==> src/rtl/dmux_stream.sv <==
// Registered 1-to-N stream demultiplexer with a one-word holding register per
// output channel, so a stalled consumer never blocks traffic to the others.
module dmux_stream #(
    parameter int WIDTH     = 8,
    parameter int N_OUT     = 4,
    parameter int SEL_W     = 2,
    parameter int ZERO_IDLE = 1
) (
    input  logic                   clk,
    input  logic                   rst,
    input  logic [WIDTH-1:0]       entrada,
    input  logic [SEL_W-1:0]       sel,
    input  logic                   in_valid,
    output logic                   in_ready,
    output logic [N_OUT*WIDTH-1:0] out_data,
    output logic [N_OUT-1:0]       out_valid,
    input  logic [N_OUT-1:0]       out_ready,
    output logic                   sel_err,
    output logic [7:0]             drop_cnt
);

    // Handshake: a word moves when valid & ready are both high at a rising
    // edge; in_ready never looks at in_valid, and a held word stays stable.
    typedef enum logic {EMPTY = 1'b0, FULL = 1'b1} ch_state_t;

    localparam logic [SEL_W:0] N_OUT_L = (SEL_W+1)'(N_OUT);

    ch_state_t        state_q [N_OUT];
    ch_state_t        state_d [N_OUT];
    logic [WIDTH-1:0] data_q  [N_OUT];
    logic [WIDTH-1:0] data_d  [N_OUT];
    logic [N_OUT-1:0] hit;
    logic [N_OUT-1:0] wr;
    logic             sel_ok;
    logic             drop;
    logic             sel_err_d;
    logic [7:0]       drop_cnt_d;

    always_comb begin
        sel_ok   = ({1'b0, sel} < N_OUT_L);
        in_ready = 1'b1;
        hit      = '0;
        for (int k = 0; k < N_OUT; k++) begin
            hit[k] = (sel == SEL_W'(k));
            if (hit[k]) begin
                in_ready = (state_q[k] == EMPTY) | out_ready[k];
            end
        end
    end

    // Channel FSMs: a write wins over a drain, which gives drain+refill with no bubble.
    always_comb begin
        wr         = '0;
        drop       = in_valid & ~sel_ok;
        sel_err_d  = drop;
        drop_cnt_d = drop_cnt;
        if (drop && drop_cnt != 8'hFF) begin
            drop_cnt_d = drop_cnt + 8'd1;
        end
        for (int k = 0; k < N_OUT; k++) begin
            state_d[k] = state_q[k];
            data_d[k]  = data_q[k];
            wr[k]      = in_valid & in_ready & hit[k];
            if (wr[k]) begin
                state_d[k] = FULL;
                data_d[k]  = entrada;
            end else if (state_q[k] == FULL && out_ready[k]) begin
                state_d[k] = EMPTY;
                data_d[k]  = (ZERO_IDLE != 0) ? '0 : data_q[k];
            end
        end
    end

    always_ff @(posedge clk) begin
        if (rst) begin
            for (int k = 0; k < N_OUT; k++) begin
                state_q[k] <= EMPTY;
                data_q[k]  <= '0;
            end
            sel_err  <= 1'b0;
            drop_cnt <= 8'd0;
        end else begin
            for (int k = 0; k < N_OUT; k++) begin
                state_q[k] <= state_d[k];
                data_q[k]  <= data_d[k];
            end
            sel_err  <= sel_err_d;
            drop_cnt <= drop_cnt_d;
        end
    end

    // out_valid is the per-channel FSM state bit, observable directly.
    always_comb begin
        for (int k = 0; k < N_OUT; k++) begin
            out_valid[k]               = (state_q[k] == FULL);
            out_data[k*WIDTH +: WIDTH] = data_q[k];
        end
    end

endmodule

==> config.mk <==
export PLATFORM = sky130hd
export DESIGN_NAME = dmux_stream
export DESIGN_NICKNAME = d
export VERILOG_FILES = /design/src/rtl/dmux_stream.sv
export SDC_FILE = /design/constraint.sdc
export NUM_CORES = 1
export LEC_CHECK = 0
export BUFFER_PORTS_ARGS = -buffer_cell sky130_fd_sc_hd__buf_2
export CORE_MARGIN = 2
export CORE_UTILIZATION = 40
export CTS_CLUSTER_SIZE = 20
export DETAILED_ROUTE_END_ITERATION = 7
export PLACE_DENSITY = 0.74
export SKIP_LAST_GASP = 1
export SLEW_MARGIN = 40
export SYNTH_ARGS = -nofsm -noshare
export SYNTH_HDL_FRONTEND = slang
export SYNTH_SLANG_ARGS = --single-unit
==> constraint.sdc <==
create_clock -name clk -period 1.9 [get_ports clk]
set_input_delay 0.19 -clock clk [delete_from_list [all_inputs] [get_ports clk]]
set_output_delay 0.19 -clock clk [all_outputs]
set_load 0.05 [all_outputs]
==> metrics, run 1 <==
drt drc 0; dpl hpwl 2.34 mm; Core Region 0.00361 mm^2; Iteration-0 DRC Markers 37; RSZ-0062 raised after global routing no; period utilization 0.960; Worst Skew 0.00440 ns; clk_lat worst skew 0.28 ns; hold crit path type in2reg; Placed Instances 245; Layout fillers 357; CTS Buffer Depth 2; critical path's largest stage delay 0.45 ns; vias in the first global route 1120; largest net degree at the start of global routing 17; area grow syn2layout 27.3%; RePlAce Congestion 0.755; CTS resizes 0; Top Ports 63; Power per Cell Area 911 mW/mm^2; Worst R2R Start state_q[0][3]; outcome completed; leak pwr 0.913 nW; Die H 65.0 um; Mean Syn Cell Area 10.3 um^2; vias 1154; final hold vios 0; CP arrival 1.63 ns; Max Freq 548 MHz; Num CTS Buffers 5; Worst setup SP type register; CTS tree done; setup TNS 0 ns; crit-path max FO 3; Tightest Pin Transition 0.618 ns; Synth Register Bits 36; Critical R2R Capture data_q[3][7]; Port Buf Inserts 53; worst-path cell chain or2b_2, mux4_2, buf_2; CP Capture Type output port; post-synth cell types 16; ant diodes 0; Post-Layout Cell Count 253; Buf+Inv Stages, Crit Path 1; routed wire length 3.06 mm; die area 0.00422 mm^2; sequential-to-total area share from yosys stat 0.484; slowest CP cell mux4_2; max-cap violations 0; WL/cell 12.1 um; Post-CTS Hold Buffers 0; Syn Inst Count 144; Crit path depth 3; r2r worst-path depth 3; Worst VDD drop 0.587 mV; post-route minimum period 1.82 ns; chip width 65.0 um; Clk pin slew, worst setup/hold paths 0.07 ns; simple-gate area share of the yosys netlist 0.188; GR Overflow Total 0; Critical Path Source state_q[0][0]; Starting Density 0.413; critical path endpoint in_ready; fin. max-slew vios 0; Crit path required time 1.71 ns; Worst slew margin 0.588; clock root buffer clkbuf_8; Synth Area in Compound Gates 0.0269; layout cells sized above 1 0.376; H-tree Lvls 2; mux contribution to synthesized area 0.230; Clock Sink Count 36; antenna-violating nets left 0; Total GRT Usage 0.157; Synth Cell Area 0.00149 mm^2; delay-heaviest family, CP multiplexers; largest family of logic cells by synthesized area multiplexers; Site Rows 22; post-synthesis xor/xnor area fraction 0; antenna violations before repair 0; Worst R2R Setup Slack 0.76 ns; Pre-antenna DRT Iters 4; Syn. warnings 0; Post-CTS Setup Bufs 0; Nets 221; CP Class reg2out; vias per cell 4.56; global-route wire length before repair 4.97 mm; Final setup viols 0; Adder-Cell Fraction of Synth Area 0
worst min path at each step:
stage	from	end	slack, ns	cells after the start
5_1_grt	in_valid	state_q[0][1]	0.24	3
4_1_cts	in_valid	state_q[0][1]	0.22	3
3_3_place_gp	data_q[2][3]	data_q[2][3]	0.44	2
3_5_place_dp	data_q[2][2]	data_q[2][2]	0.44	2
2_1_floorplan	sel[1]	state_q[0][3]	0.36	2
6_report	out_ready[2]	state_q[0][2]	0.22	3
cell usage after synthesis:
master,number,area (um^2)
nand2b_4,1,13.8
nand3b_1,2,15.0
or3b_1,1,8.76
a21oi_1,8,40.0
nand2b_1,3,18.8
buf_6,1,11.3
conb_1,1,3.75
dfxtp_1,36,721
mux4_2,1,22.5
buf_4,10,75.1
nor2b_1,3,18.8
nand3_1,1,5.00
nand2_1,32,120
mux2i_1,32,320
buf_2,3,15.0
or2b_2,9,78.8
power breakdown:
| group | switching, mW | internal, mW | total (mW) |
|---|---|---|---|
| registers | 0.0128 | 0.781 | 0.794 |
| logic | 0.205 | 0.0746 | 0.279 |
| clock network | 0.264 | 0.389 | 0.653 |
| total | 0.481 | 1.24 | 1.73 |
kinds of logic (layout without fill, tap and decap cells):
family          Yosys count  in the layout
mux                      33             33
flops                    36             36
buf+inv                  14             67
simple gates             52             52
other cells               1              9
compound gates            8              8
placed cells by master, fill, tap and decap left out, drive strengths merged:
master / Yosys / routed
conb: 1 / 9
nand3: 1 / 1
nand2: 32 / 32
nor2b: 3 / 3
or2b: 9 / 9
bufinv: 0 / 1
buf: 14 / 59
nand3b: 2 / 2
mux2i: 32 / 32
mux4: 1 / 1
nand2b: 4 / 4
clkinv: 0 / 1
or3b: 1 / 1
clkbuf: 0 / 6
a21oi: 8 / 8
dfxtp: 36 / 36
worst reg2reg max path, delay by kind of cell (launching register included):
| family | cells | cell delay (ns) |
|---|---|---|
| simple gates | 1 | 0.11 |
| mux | 1 | 0.14 |
| flops | 1 | 0.32 |
| compound gates | 1 | 0.51 |
routing by layer:
metal | vias to the layer above | global-route usage | wire length, um
li1 | 580 | - | -
met1 | 540 | 0.178 | 1360
met2 | 34 | 0.273 | 1520
met3 | 0 | 0.0451 | 180
met4 | 0 | 0.0691 | 0
met5 | - | 0 | 0
layout make-up:
| type | instances | area [um^2] | share of cell area |
|---|---|---|---|
| clock inverters | 2 | 35.0 | 0.0185 |
| flip-flops and latches | 36 | 721 | 0.380 |
| clock buffers | 6 | 72.6 | 0.0383 |
| multi-input cells | 102 | 696 | 0.367 |
| repair buffers | 59 | 310 | 0.164 |
| well taps | 48 | 60.1 | 0.0317 |
per-stage QoR:
stage	cell area [um^2]	power (mW)	util	hold slack, ns	setup slack, ns
6_report	1890	1.73	0.525	0.223	0.0763
5_1_grt	1890	1.80	0.525	0.242	0.00679
4_1_cts	1890	1.75	0.525	0.223	0.0657
3_5_place_dp	1790	1.09	0.495	0.444	0.381
3_3_place_gp	1790	1.09	0.495	0.439	0.389
2_1_floorplan	1520	1.04	-	0.363	0.0880
sequential cells by signal, indices dropped and copies added (netlist names):
| name | cells |
|---|---|
| data_q | 32 |
| state_q | 4 |
(Power assumes the default switching activity.)
==> run 2, diff against run 1 <==
--- a/config.mk
+++ b/config.mk
@@ -5,12 +5,13 @@
 export SDC_FILE = /design/constraint.sdc
 export NUM_CORES = 1
 export LEC_CHECK = 0
+export ABC_AREA = 1
 export BUFFER_PORTS_ARGS = -buffer_cell sky130_fd_sc_hd__buf_2
 export CORE_MARGIN = 2
 export CORE_UTILIZATION = 40
 export CTS_CLUSTER_SIZE = 20
 export DETAILED_ROUTE_END_ITERATION = 7
-export PLACE_DENSITY = 0.74
+export PLACE_DENSITY = 0.79
 export SKIP_LAST_GASP = 1
 export SLEW_MARGIN = 40
 export SYNTH_ARGS = -nofsm -noshare
==> run 2 against run 1 <==
  * Global-route usage rose by 2.1 points
  * Sequential power barely moved
  * Critical path depth up 1
  * Synthesized cell count increased by 33%
  * Design area grew 1.6%
  * Setup slack better by 0.14 ns
  * Die area rose by 5.9%
==> metrics, run 2 <==
outcome completed; die area 0.00447 mm^2 (+5.9%); CTS Buffer Depth 2 (unchanged); setup TNS 0 ns (unchanged); Syn Inst Count 192 (+33%); CP Capture Type output port; post-route minimum period 1.69 ns (-0.135 ns); Commonest cells post-synth dfxtp_1, a21oi_1, nand2_1, nand3_1, nand4_1; Synth top area share 0.456 (-0.0287); Tightest Pin Transition 0.637 ns (+0.0186 ns); Site Rows 22 (unchanged); Port Buf Inserts 53 (unchanged); Post-Layout Cell Count 293 (+16%); CTS tree done; DP Area 0.00186 mm^2 (+3.9%); Placed Instances 288 (+18%); largest net degree at the start of global routing 37 (+20); Final setup viols 0 (unchanged); cell taking the most area after synthesis dfxtp_1; H-tree Lvls 2 (unchanged); vias in the first global route 1276 (+14%); Mean Syn Cell Area 8.24 um^2 (-20%); CTS resizes 0 (unchanged); Worst VDD drop 0.484 mV (-18%); max FFs per register 32 (unchanged); top_reg_cell synth dfxtp_1; RSZ-0062 raised after global routing no; vias 1503 (+30%); Regs by FF count data_q (32), state_q (4); Clock Sink Count 36 (unchanged); pre-CTS setup slack 0.427 ns (+0.0466 ns); Register Area 721 um^2 (unchanged); Post-CTS Hold Buffers 0 (unchanged); fin. max-slew vios 0 (unchanged); hold crit path type in2reg; sequential-to-total area share from yosys stat 0.456 (-0.0287); M1 WL 1.67 mm (+23%); WHS 0.206 ns (-0.0169 ns); crit-path max FO 10 (+7); top routing layer in use met4; Worst setup SP type register; number of flops mapped to enable cells by yosys 0 (unchanged); Synth async-reset ratio 0 (unchanged); post-synth cell types 19 (+3); register name with the most flops data_q; RePlAce Congestion 0.820 (+8.7%); multi-input logic area 723 um^2 (+4.0%); CP Class reg2out; antenna-violating nets left 0 (unchanged); clock root buffer clkbuf_8; most frequent cell after synthesis dfxtp_1; global-route wire length before repair 5.88 mm (+18%); critical path endpoint in_ready; CP arrival 1.50 ns (-0.13 ns); Synth Register Bits 36 (unchanged); most common cell after layout, fill and taps aside buf_2; max-cap violations 0 (unchanged); Num CTS Buffers 5 (unchanged); leak pwr 0.837 nW (-8.4%); Top Ports 63 (unchanged); antenna violations before repair 0 (unchanged); Worst slew margin 0.576 (-0.0124); Layout fillers 391 (+9.5%); met3 wire len 302 um (+68%); Worst R2R Setup Slack 0.46 ns (-0.30 ns); Post-CTS Setup Bufs 0 (unchanged); Syn. warnings 0 (unchanged); ant diodes 0 (unchanged); Clk pin slew, worst setup/hold paths 0.07 ns (about the same); dpl hpwl 2.80 mm (+20%); WL/cell 13.2 um (+9.3%); Synth Cell Area 0.00158 mm^2 (+6.3%); Worst Skew 0.00496 ns (+0.000553 ns); layout cells sized above 1 0.314 (-0.0613); Total GRT Usage 0.178 (+0.0209); drt drc 0 (unchanged); area grow syn2layout 21.7%; Pre-antenna DRT Iters 4 (unchanged); chip width 66.9 um (+2.9%); Critical R2R Capture data_q[2][0]; post-route cell area 0.00192 mm^2 (+1.6%); period utilization 0.889 (-0.0712); Max Freq 592 MHz (+8.0%); Power per Cell Area 813 mW/mm^2 (-11%); vias per cell 5.13 (+12%); Die H 66.9 um (+2.9%); Core Region 0.00374 mm^2 (+3.8%); Crit path required time 1.71 ns (about the same); Starting Density 0.422 (+0.00990); routed wire length 3.87 mm (+27%); Worst R2R Start state_q[0][2]; Nets 264 (+19%); commonest non-fill, non-tap cells in the layout buf_2, dfxtp_1, a21oi_1; Iteration-0 DRC Markers 94 (+150%); Synth area leaders dfxtp_1, a21oi_1, nand4_1; final setup margin 0.212 ns (+0.135 ns); Critical Path Source state_q[0][2]; routed length on met2 1.83 mm (+20%); final hold vios 0 (unchanged); clk_lat worst skew 0.28 ns (about the same); GR Overflow Total 0 (unchanged); r2r worst-path depth 6 (+3)
[run 2: cell count changes after synthesis, moves of 3 or more]
cell and change:
inv_2 +4, or2b_2 -9, nand2b_1 -3, nand3_1 +24, a21oi_1 +27, nor2_1 +4, nand4_1 +24, clkbuf_1 +5
mux2i_1 -32, nand4_4 +3, nand2_2 +3, nor2b_1 -3, nand2_1 -7, inv_1 +9
[run 2: logic make-up (layout without fill, tap and decap cells)]
logic type,Yosys count,after routing,share of synthesized area
AND/OR/NAND/NOR,88,88,0.320
AO/OA/AOI/OAI,36,36,0.116
flip-flops,36,36,0.456
buffers and inverters,31,76,0.106
other,1,9,0.00237
[run 2: area by class of cell]
type / count / area share
multi-input combinational: 133 / 0.376
sequential: 36 / 0.375
timing repair buffer: 58 / 0.157
clock buffer: 5 / 0.0358
tap: 48 / 0.0312
inverter: 13 / 0.0254
[run 2: how the worst min path moves through the flow]
| stage | start | to | slack, ns | cells past startpoint |
|---|---|---|---|---|
| finish | out_ready[1] | state_q[0][1] | 0.21 | 4 |
| global route | entrada[5] | data_q[3][5] | 0.21 | 3 |
| CTS | out_ready[1] | state_q[0][1] | 0.20 | 4 |
| detailed placement | data_q[3][2] | data_q[3][2] | 0.45 | 2 |
| global placement | data_q[3][2] | data_q[3][2] | 0.45 | 2 |
| floorplan | entrada[0] | data_q[3][0] | 0.34 | 2 |
[run 2: layer usage]
metal  global-route usage  vias to the layer above
li1                     -                      765
met5                    0                        -
met4               0.0765                        0
met3               0.0439                        7
met1                0.227                      672
met2                0.284                       59
[run 2: report_power, final]
part | internal (mW) | switching, mW | total (mW)
sequential | 0.780 | 0.0125 | 0.793
combinational | 0.0647 | 0.232 | 0.296
clock | 0.236 | 0.240 | 0.476
total | 1.08 | 0.484 | 1.56
[run 2: metrics by stage]
| stage | util | power, mW |
|---|---|---|
| global route | 0.514 | 1.62 |
| CTS | 0.514 | 1.58 |
| global placement | 0.496 | 1.10 |
| finish | 0.514 | 1.56 |
| detailed placement | 0.496 | 1.11 |
| floorplan | - | 1.04 |
[run 2: critical path: stages (launching register included)]
cell and delay (ns):
dfxtp_1 0.32, nand2_1 0.09, nor2_1 0.10, nor3_4 0.37, buf_2 0.33
==> run 3, diff against run 2 <==
--- a/config.mk
+++ b/config.mk
@@ -6,12 +6,13 @@
 export NUM_CORES = 1
 export LEC_CHECK = 0
 export ABC_AREA = 1
+export ABC_CLOCK_PERIOD_IN_PS = 1490
 export BUFFER_PORTS_ARGS = -buffer_cell sky130_fd_sc_hd__buf_2
 export CORE_MARGIN = 2
 export CORE_UTILIZATION = 40
 export CTS_CLUSTER_SIZE = 20
 export DETAILED_ROUTE_END_ITERATION = 7
-export PLACE_DENSITY = 0.79
+export PLACE_DENSITY = 0.73
 export SKIP_LAST_GASP = 1
 export SLEW_MARGIN = 40
 export SYNTH_ARGS = -nofsm -noshare
==> constraint.sdc (replaced) <==
create_clock -name clk -period 1.49 [get_ports clk]
set_input_delay 0.149 -clock clk [delete_from_list [all_inputs] [get_ports clk]]
set_output_delay 0.149 -clock clk [all_outputs]
set_load 0.05 [all_outputs]
==> run 3 against run 2 <==
  * Register-to-register slack worse by 0.30 ns
  * Design area up 3.8%
  * Clock skew is 0.0018 ns higher
  * Non-clock buffer count increased by 3
  * Critical path depth is 2 higher
  * Sequential power up 27%
  * Count of clock-buffer cells in the layout up 2
  * Hold slack worse by 0.045 ns
  * Via count increased by 2.7%
  * Critical endpoint unchanged
==> metrics, run 3 (synthesized netlist as in run 2, its figures left out) <==
setup TNS 0 ns (unchanged); CTS Buffer Depth 2 (unchanged); Total GRT Usage 0.182 (+0.00345); top routing layer in use met4; Core Region 0.00374 mm^2 (unchanged); Placed Instances 291 (+1.0%); max FFs per register 32 (unchanged); Hold EP state_q[0][2]; Worst Hold Path Cells 4 (unchanged); hold_sp out_ready[2]; post-route cell area 0.00200 mm^2 (+3.8%); final setup margin 0.0727 ns (-0.139 ns); final hold vios 0 (unchanged); leak pwr 0.875 nW (+4.6%); period utilization 0.951; critical path's largest stage delay 0.33 ns (-0.04 ns); chip width 66.9 um (unchanged); Clk pin slew, worst setup/hold paths 0.07 ns (about the same); Layout fillers 362 (-7.4%); DP Area 0.00190 mm^2 (+2.2%); Iteration-0 DRC Markers 65 (-31%); Critical R2R Capture data_q[0][2]; worst-path cell chain inv_1, nor2_1, nand2_2, nand2_2, nor3_4, buf_6; layout cells sized above 1 0.344 (+0.0297); die area 0.00447 mm^2 (unchanged); CP Class reg2out; Post-CTS Setup Bufs 0 (unchanged); clk_lat worst skew 0.28 ns (about the same); fin. max-slew vios 0 (unchanged); CP arrival 1.27 ns (-0.23 ns); most common cell after layout, fill and taps aside buf_2; r2r worst-path depth 8 (+2); outcome completed; largest net degree at the start of global routing 22 (-41%); CTS tree done; Worst setup SP type register; M1 WL 1.78 mm (+6.3%); ant diodes 0 (unchanged); Port Buf Inserts 53 (unchanged); dpl hpwl 2.84 mm (+1.5%); routed length on met2 1.80 mm (-2.0%); Power per Cell Area 1070 mW/mm^2 (+31%); RePlAce Congestion 0.806 (-1.8%); vias 1544 (+2.7%); Buf+Inv Stages, Crit Path 2 (+1); Die H 66.9 um (unchanged); Starting Density 0.422 (unchanged); cell mode on critical path nand2_2; slowest CP cell dfxtp_2; vias per cell 5.18 (+1.0%); Post-Layout Cell Count 298 (+1.7%); Clock Sink Count 36 (unchanged); antenna violations before repair 0 (unchanged); delay-heaviest family, CP simple AND/OR/NAND/NOR gates; hold crit path type in2reg; post-layout util 0.534 (+0.0197); Post-CTS Hold Buffers 0 (unchanged); crit-path max FO 4 (-6); met3 wire len 378 um (+25%); Num CTS Buffers 5 (unchanged); CP Capture Type output port; total power draw 2.13 mW (+36%); antenna-violating nets left 0 (unchanged); vias in the first global route 1316 (+3.1%); Top Ports 63 (unchanged); routed wire length 3.98 mm (+2.7%); Final setup viols 0 (unchanged); Regs by FF count data_q (32), state_q (4); Site Rows 22 (unchanged); area grow syn2layout 26.3%; post-route minimum period 1.42 ns; WL/cell 13.4 um (+1.0%); Worst VDD drop 0.828 mV (+71%); max-cap violations 0 (unchanged); commonest non-fill, non-tap cells in the layout buf_2, a21oi_1, dfxtp_1; H-tree Lvls 2 (unchanged); register name with the most flops data_q; drt drc 0 (unchanged); RSZ-0062 raised after global routing yes; WHS 0.161 ns (-0.0451 ns); Nets 267 (+1.1%); Crit path required time 1.34 ns (-0.37 ns); Max Freq 706 MHz; global-route wire length before repair 6.11 mm (+3.9%); Worst R2R Setup Slack 0.16 ns (-0.30 ns); Worst R2R Start state_q[0][1]; clock root buffer clkbuf_8; pre-CTS setup slack 0.190 ns (-0.238 ns); GR Overflow Total 0 (unchanged); Worst Skew 0.00671 ns (+0.00175 ns); Pre-antenna DRT Iters 4 (unchanged); CTS resizes 1 (+1)
## run 3: changes by cell type in the layout (fill, tap and decap cells not counted), moves of 2 or more
cell      delta
buf_4        +2
clkbuf_8     +2
dfxtp_1      -4
dfxtp_2      +4
## run 3: worst max-delay path by stage
stage,from,end,cells after the start
final,state_q[0][1],in_ready,6
after detailed placement,sel[0],data_q[2][3],8
after global placement,sel[0],data_q[2][6],8
after CTS,state_q[0][1],in_ready,6
after global routing,state_q[0][3],in_ready,4
after floorplan,state_q[0][2],data_q[1][0],6
## run 3: report_power, final
group	switching [mW]	internal, mW
combinational	0.299	0.0911
clock	0.318	0.411
sequential	0.0165	0.996
total	0.633	1.50
## run 3: final cells by class
cell class                      count  area [um^2]  share of cell area
Multi-Input combinational cell    133          723               0.362
Timing Repair Buffer               61          344               0.172
Sequential cell                    36          726               0.363
Inverter                           13         48.8              0.0244
Clock buffer                        7         96.3              0.0482
Tap cell                           48         60.1              0.0301
## run 3: routing by layer
| layer | vias up | GRT usage |
|---|---|---|
| met2 | 65 | 0.263 |
| met5 | - | 0 |
| li1 | 770 | - |
| met4 | 0 | 0.0383 |
| met1 | 705 | 0.261 |
| met3 | 4 | 0.0608 |
## run 3: worst min-delay path, delay by kind of cell
kind / cells / cell delay, ns
AO/OA/AOI/OAI: 1 / 0.06
AND/OR/NAND/NOR: 1 / 0.07
buffers and inverters: 2 / 0.12
